## config.mk

```make
export PLATFORM = sky130hd
export DESIGN_NAME = bcd_time_counter
export DESIGN_NICKNAME = d
export VERILOG_FILES = /design/src/rtl/bcd_time_counter.sv
export SDC_FILE = /design/constraint.sdc
export NUM_CORES = 1
export LEC_CHECK = 0
export ABC_AREA = 1
export CORE_ASPECT_RATIO = 1.1
export CORE_UTILIZATION = 40
export DETAILED_ROUTE_END_ITERATION = 10
export PLACE_DENSITY = 0.56
export SLEW_MARGIN = 10
export SYNTH_ARGS = -nofsm -noshare
export SYNTH_HDL_FRONTEND = slang
export SYNTH_SLANG_ARGS = --single-unit
```

## constraint.sdc

```tcl
create_clock -name in_clock -period 3.77 [get_ports in_clock]
set_clock_uncertainty 0.2 [all_clocks]
set_input_delay 0.377 -clock in_clock [delete_from_list [all_inputs] [get_ports in_clock]]
set_output_delay 0.377 -clock in_clock [all_outputs]
set_load 0.01 [all_outputs]
```

## src/rtl/bcd_time_counter.sv

```systemverilog
// Minutes:seconds BCD counter with per-field limits, up/down counting,
// an adjust mode, an edge-detected pause toggle and a rollover pulse.
module bcd_time_counter #(
  parameter int MIN_MAX = 99,
  parameter int SEC_MAX = 59
) (
  input  logic       in_clock,
  input  logic       in_reset,
  input  logic       in_tick,
  input  logic       in_adj_tick,
  input  logic       in_pause,
  input  logic       in_adjust,
  input  logic       in_select,
  input  logic       in_down,
  output logic [3:0] out_minute1,
  output logic [3:0] out_minute0,
  output logic [3:0] out_second1,
  output logic [3:0] out_second0,
  output logic       out_paused,
  output logic       out_wrap
);

  // Field limits as whole values and as their BCD digit pairs.
  localparam logic [6:0] MMAX = 7'(MIN_MAX);
  localparam logic [6:0] SMAX = 7'(SEC_MAX);
  localparam logic [3:0] MMAX_T = 4'(MIN_MAX / 10);
  localparam logic [3:0] MMAX_O = 4'(MIN_MAX % 10);
  localparam logic [3:0] SMAX_T = 4'(SEC_MAX / 10);
  localparam logic [3:0] SMAX_O = 4'(SEC_MAX % 10);

  logic [3:0] min1_q, min1_d;
  logic [3:0] min0_q, min0_d;
  logic [3:0] sec1_q, sec1_d;
  logic [3:0] sec0_q, sec0_d;
  logic       paused_q, paused_d;
  logic       pprev_q, pprev_d;
  logic       wrap_q, wrap_d;

  // Whole field value of a tens/ones digit pair.
  function automatic logic [6:0] fval(
    input logic [3:0] t,
    input logic [3:0] o
  );
    return 7'(t) * 7'd10 + 7'(o);
  endfunction

  // Next digit pair one step up, wrapping to zero past the limit.
  function automatic logic [7:0] inc_f(
    input logic [3:0] t,
    input logic [3:0] o,
    input logic       at_max
  );
    logic [7:0] r;
    if (at_max)
      r = 8'h00;
    else if (o == 4'd9)
      r = {t + 4'd1, 4'd0};
    else
      r = {t, o + 4'd1};
    return r;
  endfunction

  // Next digit pair one step down, wrapping from zero to the limit.
  function automatic logic [7:0] dec_f(
    input logic [3:0] t,
    input logic [3:0] o,
    input logic       at_zero,
    input logic [3:0] mt,
    input logic [3:0] mo
  );
    logic [7:0] r;
    if (at_zero)
      r = {mt, mo};
    else if (o == 4'd0)
      r = {t - 4'd1, 4'd9};
    else
      r = {t, o - 4'd1};
    return r;
  endfunction

  logic       sec_max, sec_zero;
  logic       min_max, min_zero;
  logic [7:0] sec_up, sec_dn;
  logic [7:0] min_up, min_dn;
  logic       run, adj;

  // Limit detection and candidate next values for both fields.
  always_comb begin
    sec_max  = fval(sec1_q, sec0_q) == SMAX;
    sec_zero = fval(sec1_q, sec0_q) == 7'd0;
    min_max  = fval(min1_q, min0_q) == MMAX;
    min_zero = fval(min1_q, min0_q) == 7'd0;
    sec_up   = inc_f(sec1_q, sec0_q, sec_max);
    min_up   = inc_f(min1_q, min0_q, min_max);
    sec_dn   = dec_f(sec1_q, sec0_q, sec_zero,
                     SMAX_T, SMAX_O);
    min_dn   = dec_f(min1_q, min0_q, min_zero,
                     MMAX_T, MMAX_O);
    run      = !in_adjust && in_tick && !paused_q;
    adj      = in_adjust && in_adj_tick;
  end

  // Next-state selection: normal counting with carry, or field adjust.
  always_comb begin
    min1_d = min1_q;
    min0_d = min0_q;
    sec1_d = sec1_q;
    sec0_d = sec0_q;
    wrap_d = 1'b0;
    if (run) begin
      if (!in_down) begin
        {sec1_d, sec0_d} = sec_up;
        if (sec_max) begin
          {min1_d, min0_d} = min_up;
          wrap_d = min_max;
        end
      end else begin
        {sec1_d, sec0_d} = sec_dn;
        if (sec_zero) begin
          {min1_d, min0_d} = min_dn;
          wrap_d = min_zero;
        end
      end
    end else if (adj) begin
      if (in_select)
        {sec1_d, sec0_d} = in_down ? sec_dn : sec_up;
      else
        {min1_d, min0_d} = in_down ? min_dn : min_up;
    end
  end

  // Pause toggles on each rising edge of the pause level.
  always_comb begin
    pprev_d  = in_pause;
    paused_d = paused_q ^ (in_pause & ~pprev_q);
  end

  // State registers; pause history resets high to ignore a held button.
  always_ff @(posedge in_clock or posedge in_reset) begin
    if (in_reset) begin
      min1_q   <= 4'd0;
      min0_q   <= 4'd0;
      sec1_q   <= 4'd0;
      sec0_q   <= 4'd0;
      paused_q <= 1'b0;
      pprev_q  <= 1'b1;
      wrap_q   <= 1'b0;
    end else begin
      min1_q   <= min1_d;
      min0_q   <= min0_d;
      sec1_q   <= sec1_d;
      sec0_q   <= sec0_d;
      paused_q <= paused_d;
      pprev_q  <= pprev_d;
      wrap_q   <= wrap_d;
    end
  end

  assign out_minute1 = min1_q;
  assign out_minute0 = min0_q;
  assign out_second1 = sec1_q;
  assign out_second0 = sec0_q;
  assign out_paused  = paused_q;
  assign out_wrap    = wrap_q;

endmodule

```

# Yosys cells after proc, flatten, opt, wreduce, memory -nomap -nowiden
# Index checks and enable logic that the tools add are counted.
# W data, S select, Z words.
# word_totals
regBits	19
input_bits	8
out_inout_bits	18
# classes
add_sub_neg	10
multipliers	2
eq_ne	7
muxes	34
bitwise_logic	3
n_reduce_logical	13
# op_table
operator	count
$mux W4	20
$mux W8	10
$add A4 B1 Y4 const B	4
$sub A4 B1 Y4 const B	4
$add A7 B4 Y7	2
$logic_not A7 Y1	2
$mul A4 B3 Y6 const B	2
$eq A4 B4 Y1 const B	2
$logic_not A4 Y1	2
$eq A7 B6 Y1 const B	1
$eq A7 B7 Y1 const B	1
$ne A3 B3 Y1 const B	2
$mux W1	4
$reduce_and A4 Y1	1
$reduce_bool A2 Y1	2
$logic_and A1 B1 Y1	3
$logic_not A1 Y1	2
$ne A2 B1 Y1 const B	1
$reduce_and A2 Y1	1
$and A1 B1 Y1	1
$not A1 Y1	1
$xor A1 B1 Y1	1

# Depth between registers and ports, before layout
# depth
word_depth	8
depth_mapped	16
depth_no_buf	16

# Worst setup path before layout
# No wires, ideal clock.
# synth_timing
kind	register -> register
start	register min1_q[1] (netlist: out_minute1[1])
end	register min1_q[1] (netlist: out_minute1[1])
setup_time_ns	0.065
t_arrival_ns	2.365
required_ns	3.505
path_slack_ns	1.140
path_stages_with_launch	14
synth_period_minus_slack_ns	2.630
cell_sequence	dfrtp_1 > ha_1 > ha_1 > inv_1 > fa_1 > nor2_2 > nand3_1 > nand3_1 > nand2_1 > nand3_1 > nand2_1 > o21ai_0 > nand2_1 > nand2_1
# synth_between
elab_chain_len	8
word_cells_on_any_way	17
cone_classes	add/sub: 3; mul: 1; eq/ne: 1; mux: 11; reduce/logical: 1
# synth_rtl
item	line_no	text
start: declaration	31	logic [3:0] min1_q, min1_d;
start signal: assignment	149	min1_q <= min1_d;
$mul A4 B3 Y6	44	return 7'(t) * 7'd10 + 7'(o);
$add A7 B4 Y7	44	
$eq A7 B7 Y1 / $logic_not A7 Y1 (equally long branches)	91, 92	
$mux W8 (on tied branches)	54, 72	
$mux W8	128	{min1_d, min0_d} = in_down ? min_dn : min_up;
$mux W4	125	if (in_select)
$mux W4	124	end else if (adj) begin
$mux W4 *	110	if (run) begin
# Every way passes the cells marked *; elsewhere a longest branch is shown, timed or not. The select of a mux whose other input is x is not followed.
# A chain may end at the register's enable or synchronous reset.

# Worst setup path after layout
# layout_timing
start	register min1_q[3] (netlist: out_minute1[3])
end	register min0_q[3] (netlist: out_minute0[3])
# layout_between
elab_chain_len	8
word_cells_on_any_way	13
cone_classes	add/sub: 1; mul: 1; eq/ne: 1; mux: 9; reduce/logical: 1
# layout_rtl
item	line_no	text
$mul A4 B3 Y6 *	44	
$add A7 B4 Y7 *	44	
$eq A7 B7 Y1 / $logic_not A7 Y1 (equally long branches)	91, 92	
$mux W8 (on tied branches)	54, 72	
$mux W8	128	
$mux W4	125	
$mux W4	124	
$mux W4 *	110	
end signal: assignment	150	min0_q <= min0_d;
end: declaration	32	logic [3:0] min0_q, min0_d;
# Marks and branches as above.

==> key figures <==
Yosys
  – Sequential area share after synthesis: 0.207
  – Post-Synth Simple-Gate Area: 0.392
  – Post-synthesis mux area share: 0
  – Avg Synthesized Cell Area: 6.89 um^2
  – Yosys cell types: 37
  – YS warnings: 0
  – Post-Syn Instances: 334
  – Flop and latch count out of synthesis: 19
  – Post-synthesis async set-or-reset flop share: 1.00
  – XOR/XNOR Fraction of Synth Area: 0.0799
  – Synthesized net count: 368
  – Top FF cell, synth: dfrtp_1
  – Post-Synth Adder-Cell Area: 0.154
  – Synthesized cell area: 2300 um^2
  – Largest family of logic cells by synthesized area: simple AND/OR/NAND/NOR gates
  – EDFF count, synth: 0
  – Synth Area in Compound Gates: 0.0734

Clock network
  – Worst-skew pair later-pin latency: 0.26 ns
  – Clock Tree Buf Depth: 2
  – Root buffer selected by CTS: clkbuf_8
  – CTS clock-pin slew for the worst setup and hold paths: 0.08 ns
  – Post-CTS setup buffer count: 0
  – Total CTS buffers: 3
  – CTS Hold Bufs: 0
  – CTS H-tree depth: 1
  – Clock Sinks: 19
  – CTS tree: built
  – Post-CTS sizing: 0

Final layout
  – Non-Filler Instances: 432
  – Fill cells: 599
  – Nets: 392
  – Commonest non-fill, non-tap cell in the layout: nand2_1
  – Layout cell share with drive strength beyond 1: 0.0952
  – Most frequent cells in the layout: nand2_1, inv_1, nand3_1
  – Layout overhead on the synthesized area: 15.7%
  – Post-layout util: 0.487
  – Antenna Diode Count: 0
  – Final instance area: 2660 um^2

STA
  – Final WS setup: 0.839 ns
  – Fin Setup TNS: 0 ns
  – Final worst path period need: 2.93 ns
  – Max Freq: 0.341 GHz
  – RSZ-0062 raised after global routing: false
  – Max Transition Viols Final: 0
  – Fin. Hold Viols: 0
  – Slew headroom: 0.478
  – Worst slew pin tran: 0.781 ns
  – Final Setup Violations: 0
  – Final worst-path cycle share: 0.777

Hold path
  – Hold wc startpoint: out_paused
  – Worst Hold Depth: 1
  – Hold EP: out_paused
  – Worst hold path type: flop to flop

Setup path
  – Critical setup path kind: flop to flop
  – CP Launch Type: flop
  – Worst EP required: 3.73 ns
  – Worst EP arrival: 2.89 ns
  – Register-to-Register Setup Slack: 0.84 ns
  – CP Capture Type: flop
  – FF-to-FF Start: out_minute1[3]
  – Reg2Reg Depth: 14
  – Worst-path maximum fanout: 7
  – Reg-to-reg endpoint: out_minute0[3]

Detailed routing
  – Drt wl/cell: 12.9 um
  – Initial drt markers: 104
  – TritonRoute pass-1 iters: 4
  – # DRC: 0
  – DRT antenna net count: 0
  – Via count: 2191
  – Wirelength, routed: 5.58 mm
  – DR vias/cell: 5.07

Status
  – Status: finished clean

Global routing
  – Initial antenna violation count: 0
  – Total track usage: 0.201
  – Vias in the first global route: 2054
  – Global-route wire length before repair: 9.56 mm
  – Gr ovfl total: 0
  – Largest net degree at the start of global routing: 26

Pwr
  – IR drop worst, VDD: 0.579 mV
  – Pwr dens: 884 nW/um^2
  – Leak: 0.00136 uW

Place
  – GPL Wtd Cong: 0.771
  – Dpl hpwl: 4.29 mm
  – Count of buffers from port buffering: 25
  – Inst Count DP: 428
  – Setup slack at placement: 0.849 ns
  – Placement Cell Area: 2620 um^2

Floorplan
  – Die extent in y: 81.6 um
  – FP Rows: 28
  – Io pins: 26
  – Starting Density: 0.421
  – Die W: 74.3 um
  – Die Footprint: 6060 um^2
  – CORE AREA: 5470 um^2

Run
  – Max-Cap Viols: 0
Yosys cell counts (3+ instances only):
library cell / instances / area (um^2)
a21oi_1: 4 / 20.0
nand2_1: 95 / 357
ha_1: 22 / 275
xor2_1: 16 / 140
nand2_4: 4 / 45.0
o21ai_0: 15 / 75.1
nand4_1: 10 / 62.6
nand3_2: 3 / 30.0
nor2_1: 16 / 60.1
nand2_2: 10 / 62.6
xnor2_1: 5 / 43.8
inv_1: 47 / 176
dfrtp_1: 18 / 450
nand3_1: 38 / 190
fa_1: 4 / 80.1
layer usage:
layer / global-route usage / vias to the layer above / wire, um
li1: - / 1122 / -
met1: 0.243 / 1017 / 2510
met2: 0.375 / 45 / 2810
met3: 0.0270 / 7 / 183
met4: 0.0396 / 0 / 72
met5: 0 / - / 0
logic make-up after synthesis:
family / Yosys count
xor+xnor: 21
simple gates: 185
fa+ha+maj: 26
flops: 19
buf+inv: 55
compound gates: 28
critical path: stages, from the launching register on:
cell and delay (ns):
dfrtp_1 0.52, ha_1 0.30, ha_1 0.19, inv_1 0.06, fa_1 0.47, nor2_2 0.20, nand3_1 0.11, nand3_1 0.08
nand2_1 0.06, nand3_1 0.27, nand3_1 0.14, nand2_1 0.10, inv_1 0.04, nand2_1 0.06, nand2_1 0.05
final cells by class:
class                           count  area [um^2]  share of cell area
Multi-Input combinational cell    260         1610               0.605
Sequential cell                    19          477               0.179
Timing Repair Buffer               25          250              0.0940
Inverter                           49          184              0.0691
Tap cell                           75         93.8              0.0352
Clock buffer                        3         41.3              0.0155
Clock inverter                      1         5.00             0.00188
worst max-delay path by stage:
| stage | startpoint | endpoint | cells past startpoint |
|---|---|---|---|
| global route | out_minute1[3] | out_minute1[0] | 15 |
| floorplan | out_minute1[1] | out_minute1[1] | 13 |
| global placement | out_minute1[1] | out_minute1[1] | 13 |
| finish | out_minute1[3] | out_minute0[3] | 14 |
| CTS | out_minute1[3] | out_minute0[3] | 14 |
| detailed placement | out_minute1[3] | out_minute0[3] | 14 |
where the power goes:
| group | switching (uW) | total [uW] | internal [uW] |
|---|---|---|---|
| clock | 73.1 | 147 | 73.5 |
| sequential | 191 | 478 | 286 |
| combinational | 1030 | 1730 | 700 |
registers in the layout, indices dropped and copies added (netlist names):
signal	cells
out_wrap	1
out_second1	4
out_minute1	4
out_minute0	4
out_second0	4
pprev_q	1
out_paused	1
through the flow:
step                      total power, uW  hold WS (ns)
final                                2350         0.312
after CTS                            2370         0.320
after detailed placement             2210         0.310
after global placement               2190         0.308
after global routing                 2640         0.340
after floorplan                      1740         0.127
Power figures use the tool's default switching activity.
